--- src/rtl/roc_sim_bank.sv ---
// roc_sim_bank: simulation model of the TRNG ring-oscillator bank.
// N_RO free-running square waves with per-channel half-periods, optional
// LFSR-driven jitter and fault-injection modes (stuck-at, pair-locked).
module roc_sim_bank #(
    parameter int          N_RO        = 8,
    parameter int          PERIOD_BASE = 5,
    parameter int          JITTER_BITS = 2,
    parameter logic [31:0] SEED        = 32'hACE1_2468
) (
    input  logic            clk,
    input  logic            rst,
    input  logic            en,
    input  logic            jitter_en,
    input  logic [1:0]      mode,
    output logic [N_RO-1:0] ro
);

    // Largest value ever loaded into a channel counter.
    localparam int MAX_RELOAD = PERIOD_BASE + N_RO - 1 + (1 << JITTER_BITS) - 1;
    localparam int CW         = $clog2(MAX_RELOAD + 1);
    // An all-zero Galois LFSR would lock up, so a zero seed becomes 1.
    localparam logic [31:0] SEED_EFF = (SEED == 32'h0) ? 32'h1 : SEED;
    localparam logic [31:0] POLY     = 32'h8020_0003;

    localparam logic [1:0] MODE_NORMAL = 2'b00;
    localparam logic [1:0] MODE_STUCK0 = 2'b01;
    localparam logic [1:0] MODE_STUCK1 = 2'b10;
    localparam logic [1:0] MODE_PAIR   = 2'b11;

    // Illegal parameter sets stop elaboration.
    generate
        if (N_RO < 2 || (N_RO % 2) != 0 || PERIOD_BASE < 1 ||
            JITTER_BITS < 1 || JITTER_BITS > 4 || N_RO * JITTER_BITS > 32) begin : g_bad_params
            $fatal(1, "roc_sim_bank: illegal parameter combination");
        end
    endgenerate

    logic [31:0]            lfsr;
    logic [31:0]            lfsr_next;
    logic [CW-1:0]          cnt    [N_RO];
    logic [CW-1:0]          reload [N_RO];
    logic [JITTER_BITS-1:0] jit    [N_RO];
    logic [N_RO-1:0]        osc;
    logic [N_RO-1:0]        ro_next;

    // Galois right-shift step of the jitter LFSR.
    always_comb begin
        lfsr_next = lfsr[0] ? ((lfsr >> 1) ^ POLY) : (lfsr >> 1);
    end

    // Reload value per channel; jitter uses the pre-advance LFSR value.
    always_comb begin
        for (int i = 0; i < N_RO; i++) begin
            jit[i]    = jitter_en ? lfsr[i*JITTER_BITS +: JITTER_BITS] : '0;
            reload[i] = CW'(PERIOD_BASE) + CW'(i) + CW'(jit[i]);
        end
    end

    // LFSR advances only on enabled edges.
    always_ff @(posedge clk) begin
        if (rst) begin
            lfsr <= SEED_EFF;
        end else if (en) begin
            lfsr <= lfsr_next;
        end
    end

    // Per-channel down-counter and phase bit; toggle and reload at zero.
    always_ff @(posedge clk) begin
        if (rst) begin
            osc <= '0;
            for (int i = 0; i < N_RO; i++) begin
                cnt[i] <= '0;
            end
        end else if (en) begin
            for (int i = 0; i < N_RO; i++) begin
                if (cnt[i] == '0) begin
                    osc[i] <= ~osc[i];
                    cnt[i] <= reload[i];
                end else begin
                    cnt[i] <= cnt[i] - 1'b1;
                end
            end
        end
    end

    // Output view selected by mode; oscillator state is never touched here.
    always_comb begin
        ro_next = osc;
        case (mode)
            MODE_NORMAL: ro_next = osc;
            MODE_STUCK0: ro_next = '0;
            MODE_STUCK1: ro_next = '1;
            MODE_PAIR: begin
                for (int k = 0; k < N_RO / 2; k++) begin
                    ro_next[2*k]   = osc[2*k];
                    ro_next[2*k+1] = osc[2*k];
                end
            end
            default: ro_next = osc;
        endcase
    end

    // Output register updates every edge regardless of en.
    always_ff @(posedge clk) begin
        if (rst) begin
            ro <= '0;
        end else begin
            ro <= ro_next;
        end
    end

endmodule

--- config.mk ---
export PLATFORM = sky130hd
export DESIGN_NAME = roc_sim_bank
export DESIGN_NICKNAME = d
export VERILOG_FILES = /design/src/rtl/roc_sim_bank.sv
export SDC_FILE = /design/constraint.sdc
export NUM_CORES = 1
export LEC_CHECK = 0
export ABC_CLOCK_PERIOD_IN_PS = 2700
export BUFFER_PORTS_ARGS = -buffer_cell sky130_fd_sc_hd__buf_2
export CORE_ASPECT_RATIO = 1.2
export CORE_MARGIN = 2
export CORE_UTILIZATION = 65
export CTS_CLUSTER_SIZE = 12
export DETAILED_ROUTE_END_ITERATION = 12
export GPL_TIMING_DRIVEN = 1
export PLACE_DENSITY_LB_ADDON = 0.3
export SETUP_SLACK_MARGIN = 0.15
export SLEW_MARGIN = 20
export SYNTH_ARGS = -nofsm -noshare
export SYNTH_HDL_FRONTEND = slang
export SYNTH_SLANG_ARGS = --single-unit
--- constraint.sdc ---
create_clock -name clk -period 2.7 [get_ports clk]
set_clock_uncertainty 0.15 [all_clocks]
set_input_delay 0.27 -clock clk [delete_from_list [all_inputs] [get_ports clk]]
set_output_delay 0.27 -clock clk [all_outputs]
set_load 0.02 [all_outputs]
==> flow_metrics.py <==
metrics = {
    "worst_setup_path": {
        "crit_buf_inv": 1,
        "worstPathMaxFanout": 6,
        "crit_required_ps": 2730,
        "reg2reg_to": "cnt[0][0]$_SDFFCE_PN0P_",
        "arrival_ps": 1950,
        "reg2regPathDepth": 5,
        "cp_top_family": "simple AND/OR/NAND/NOR gates",
        "critical_path_class": "reg -> reg",
        "critPathCaptureType": "flip-flop",
        "critPathMaxStageDelay_ps": 450,
        "r2r_setup_slack_ps": 790,
        "critPathSlowestCell": "or3b_1",
        "start_kind": "flip-flop",
        "rr_startpoint": "cnt[0][0]$_SDFFCE_PN0P_",
        "path_cells": "inv_1 -> ha_1 -> or3b_1 -> and2_1 -> a211oi_1",
    },
    "layout": {
        "layout.nets": 397,
        "multiInputGateArea_mm2": 0.00165,
        "finalNonFillerCells": 448,
        "layout-drive-gt1-share_pct": 11.7,
        "nFillCells": 395,
        "diodes": 0,
        "regArea_mm2": 0.00192,
        "area_growth_pct": 7.99,
    },
    "route": {
        "drt-wirelength-per-cell_um": 14.6,
        "viasPerCell": 5.85,
        "antenna_left": 0,
        "drt_wl_total_um": 6560,
        "dr.pass1.iters": 4,
        "first_iter_violations": 116,
        "vias": 2623,
        "drcViolationCount": 0,
    },
    "place": {
        "dp_cells": 432,
        "dp_slack_ps": 648,
        "dp_hpwl_um": 4380,
        "portBuffers": 13,
        "gp_congestion": 0.774,
    },
    "sta": {
        "relSlewSlack_pct": 47.9,
        "slew_viol_final": 0,
        "setup_tns_ps": 0,
        "timing.final.crit_share_pct": 70.9,
        "setup_viol_count_final": 0,
        "hold_viol": 0,
        "rsz0062_at_grt": "no",
        "max_freq_ghz": 0.522,
        "worst_slack_ps": 785,
        "post-route-min-period_ps": 1910,
        "hold_ws_ps": 88.2,
        "tightest_slew_ps": 782,
    },
    "global_route": {
        "grt_pass1_vias": 2461,
        "grt_use_total_pct": 22.4,
        "grt_overflow_total": 0,
        "grt_pass1_wl_um": 11000,
        "grt_max_degree": 38,
        "grt_antenna_before_repair": 0,
    },
    "min_path": {
        "min_to": "ro[7]$_SDFF_PP0_",
        "min_path_cells": 3,
        "hp-start": "mode[1]",
        "min_path_type": "in -> reg",
    },
    "clocking": {
        "cts_sinks": 80,
        "cts_resized": 0,
        "post_cts_buffers": 0,
        "clock_latency_ps": 350,
        "clockRootBuffer": "clkbuf_8",
        "clk_pin_slew_ps": 90,
        "clk_path_buf_depth": 2,
        "cts_hold_buffers": 0,
        "numCtsBuffers": 9,
        "ctsHtreeMaxLevel": 3,
        "cts_tree": "built",
    },
    "floorplanning": {
        "pin_count": 14,
        "num_rows": 30,
        "coreArea_mm2": 0.00559,
        "dieArea_mm2": 0.00638,
        "fp.dieH_um": 87.1,
        "die_x_um": 73.3,
        "initial_core_util_pct": 66.9,
    },
    "power": {
        "clkPwrFrac_pct": 33.5,
        "ir_drop_mv": 0.497,
        "power_density_mw_per_mm2": 683,
        "leakage_nw": 1.65,
        "netSwitchingPower_w": 0.000723,
        "total_power_w": 0.00276,
        "switching_share_pct": 26.2,
        "internal_power_w": 0.00204,
        "seqPwrFrac_pct": 52.5,
        "p_comb_share_pct": 14.0,
    },
    "logic_synthesis": {
        "yosys_warnings": 0,
        "synth_cells": 373,
        "ys_ff_latch": 80,
        "ys_types": 39,
        "post_synth.cell_area_avg_um2": 10.0,
        "syn_nets": 391,
        "yosysSeqAreaShare_pct": 51.4,
        "syn_area_mm2": 0.00374,
    },
    "run": {
        "maxCapViolCount": 0,
    },
    "run_status": {
        "status": "completed",
    },
}
-- metrics by stage --
stage / util [%] / area, um2
2_1_floorplan: - / 3740
3_3_place_gp: 68.4 / 3820
3_5_place_dp: 68.4 / 3820
4_1_cts: 72.3 / 4040
5_1_grt: 72.3 / 4040
6_report: 72.3 / 4040
-- kinds of logic (layout without fill, tap and decap cells) --
family	Yosys count	after routing	share of synthesized area (%)
and+or+nand+nor	126	126	17.6
adders and majority gates	12	12	4.01
DFF	80	80	51.4
xor gates and xnor gates	9	9	2.11
AOI/OAI and AO/OA	79	79	14.0
muxes	23	23	6.32
buffers and inverters	44	55	4.58
-- cell usage after synthesis --
library cell / count / area share (%)
nand2_1: 20 / 2.0
or3b_1: 5 / 1.2
edfxtp_1: 32 / 26
nor3b_1: 2 / 0.40
a211o_1: 12 / 2.8
xnor2_1: 8 / 1.9
xor2_1: 1 / 0.23
a211oi_1: 13 / 2.6
clkbuf_1: 14 / 1.4
buf_2: 4 / 0.53
or4b_2: 2 / 0.53
nor3_1: 5 / 0.67
and4bb_2: 3 / 1.0
nand2b_1: 10 / 1.7
mux2i_1: 18 / 4.8
o211ai_1: 1 / 0.20
nor2_1: 44 / 4.4
a221oi_1: 2 / 0.47
and2_1: 4 / 0.67
buf_1: 2 / 0.20
o41ai_1: 1 / 0.23
nor2b_1: 14 / 2.3
a21oi_1: 26 / 3.5
o21a_1: 1 / 0.20
dfxtp_1: 48 / 26
o311ai_0: 2 / 0.47
mux2_2: 5 / 1.5
ha_1: 12 / 4.0
clkbuf_2: 1 / 0.13
a31oi_1: 1 / 0.17
a311oi_1: 2 / 0.47
inv_1: 23 / 2.3
o21bai_1: 7 / 1.4
nor4_1: 2 / 0.33
or2_2: 4 / 0.67
or3_1: 7 / 1.2
a21o_1: 1 / 0.20
nand3_1: 4 / 0.53
o21ai_0: 10 / 1.3
-- worst register-to-register path, cell delays in order (launching register included) --
cell and delay, ps:
edfxtp_1 440, inv_1 90, ha_1 220, or3b_1 450
and2_1 200, a211oi_1 200
-- power groups by stage --
stage	registers [W]	logic, W	clock network [W]
floorplan	0.00146	0.000306	0
global placement	0.00147	0.000366	0
detailed placement	0.00147	0.000384	0
CTS	0.00145	0.000387	0.000940
global route	0.00146	0.000434	0.000995
finish	0.00145	0.000385	0.000924
-- area by class of cell --
type	count	area share, %
flip-flops and latches	80	47.6
well taps	64	1.98
multi-input cells	249	40.8
clock inverters	5	1.58
repair buffers	16	2.17
clock buffers	11	3.78
inverters	23	2.14
-- cell usage in the layout, fill, tap and decap left out, types with 5 or more instances in the layout --
| cell | n |
|---|---|
| a211o_1 | 12 |
| a211oi_1 | 13 |
| a21oi_1 | 26 |
| buf_2 | 13 |
| clkbuf_8 | 9 |
| dfxtp_1 | 48 |
| edfxtp_1 | 32 |
| ha_1 | 12 |
| inv_1 | 23 |
| mux2_2 | 5 |
| mux2i_1 | 18 |
| nand2_1 | 20 |
| nand2b_1 | 10 |
| nor2_1 | 44 |
| nor2b_1 | 14 |
| nor3_1 | 5 |
| o21ai_0 | 10 |
| o21bai_1 | 7 |
| or3_1 | 7 |
| or3b_1 | 5 |
| xnor2_1 | 8 |
-- per-layer routing --
metal	part of all wire (%)	vias to the layer above	track usage, %
li1	-	1329	-
met1	46	1249	28.0
met2	50	34	36.5
met3	3.1	11	6.02
met4	1.6	0	9.43
met5	0	-	0
-- state kept, by name, summed over array words and instances, names as in the netlist --
signal,flops
cnt,32
lfsr,32
osc,8
ro,8
-- worst max-delay path by stage --
stage | start | end | slack [ps] | cells past startpoint
final | cnt[0][0]$_SDFFCE_PN0P_ | cnt[0][0]$_SDFFCE_PN0P_ | 790 | 5
after global routing | cnt[0][8]$_SDFFCE_PN0P_ | osc[2]$_SDFFE_PP0P_ | 680 | 5
after CTS | cnt[0][0]$_SDFFCE_PN0P_ | osc[0]$_SDFFE_PP0P_ | 790 | 5
after detailed placement | rst | cnt[1][3]$_SDFFCE_PN0P_ | 650 | 4
after global placement | rst | cnt[0][3]$_SDFFCE_PN0P_ | 740 | 4
after floorplan | cnt[0][8]$_SDFFCE_PN0P_ | cnt[0][9]$_SDFFCE_PN0P_ | 900 | 6
Power figures use the tool's default switching activity.
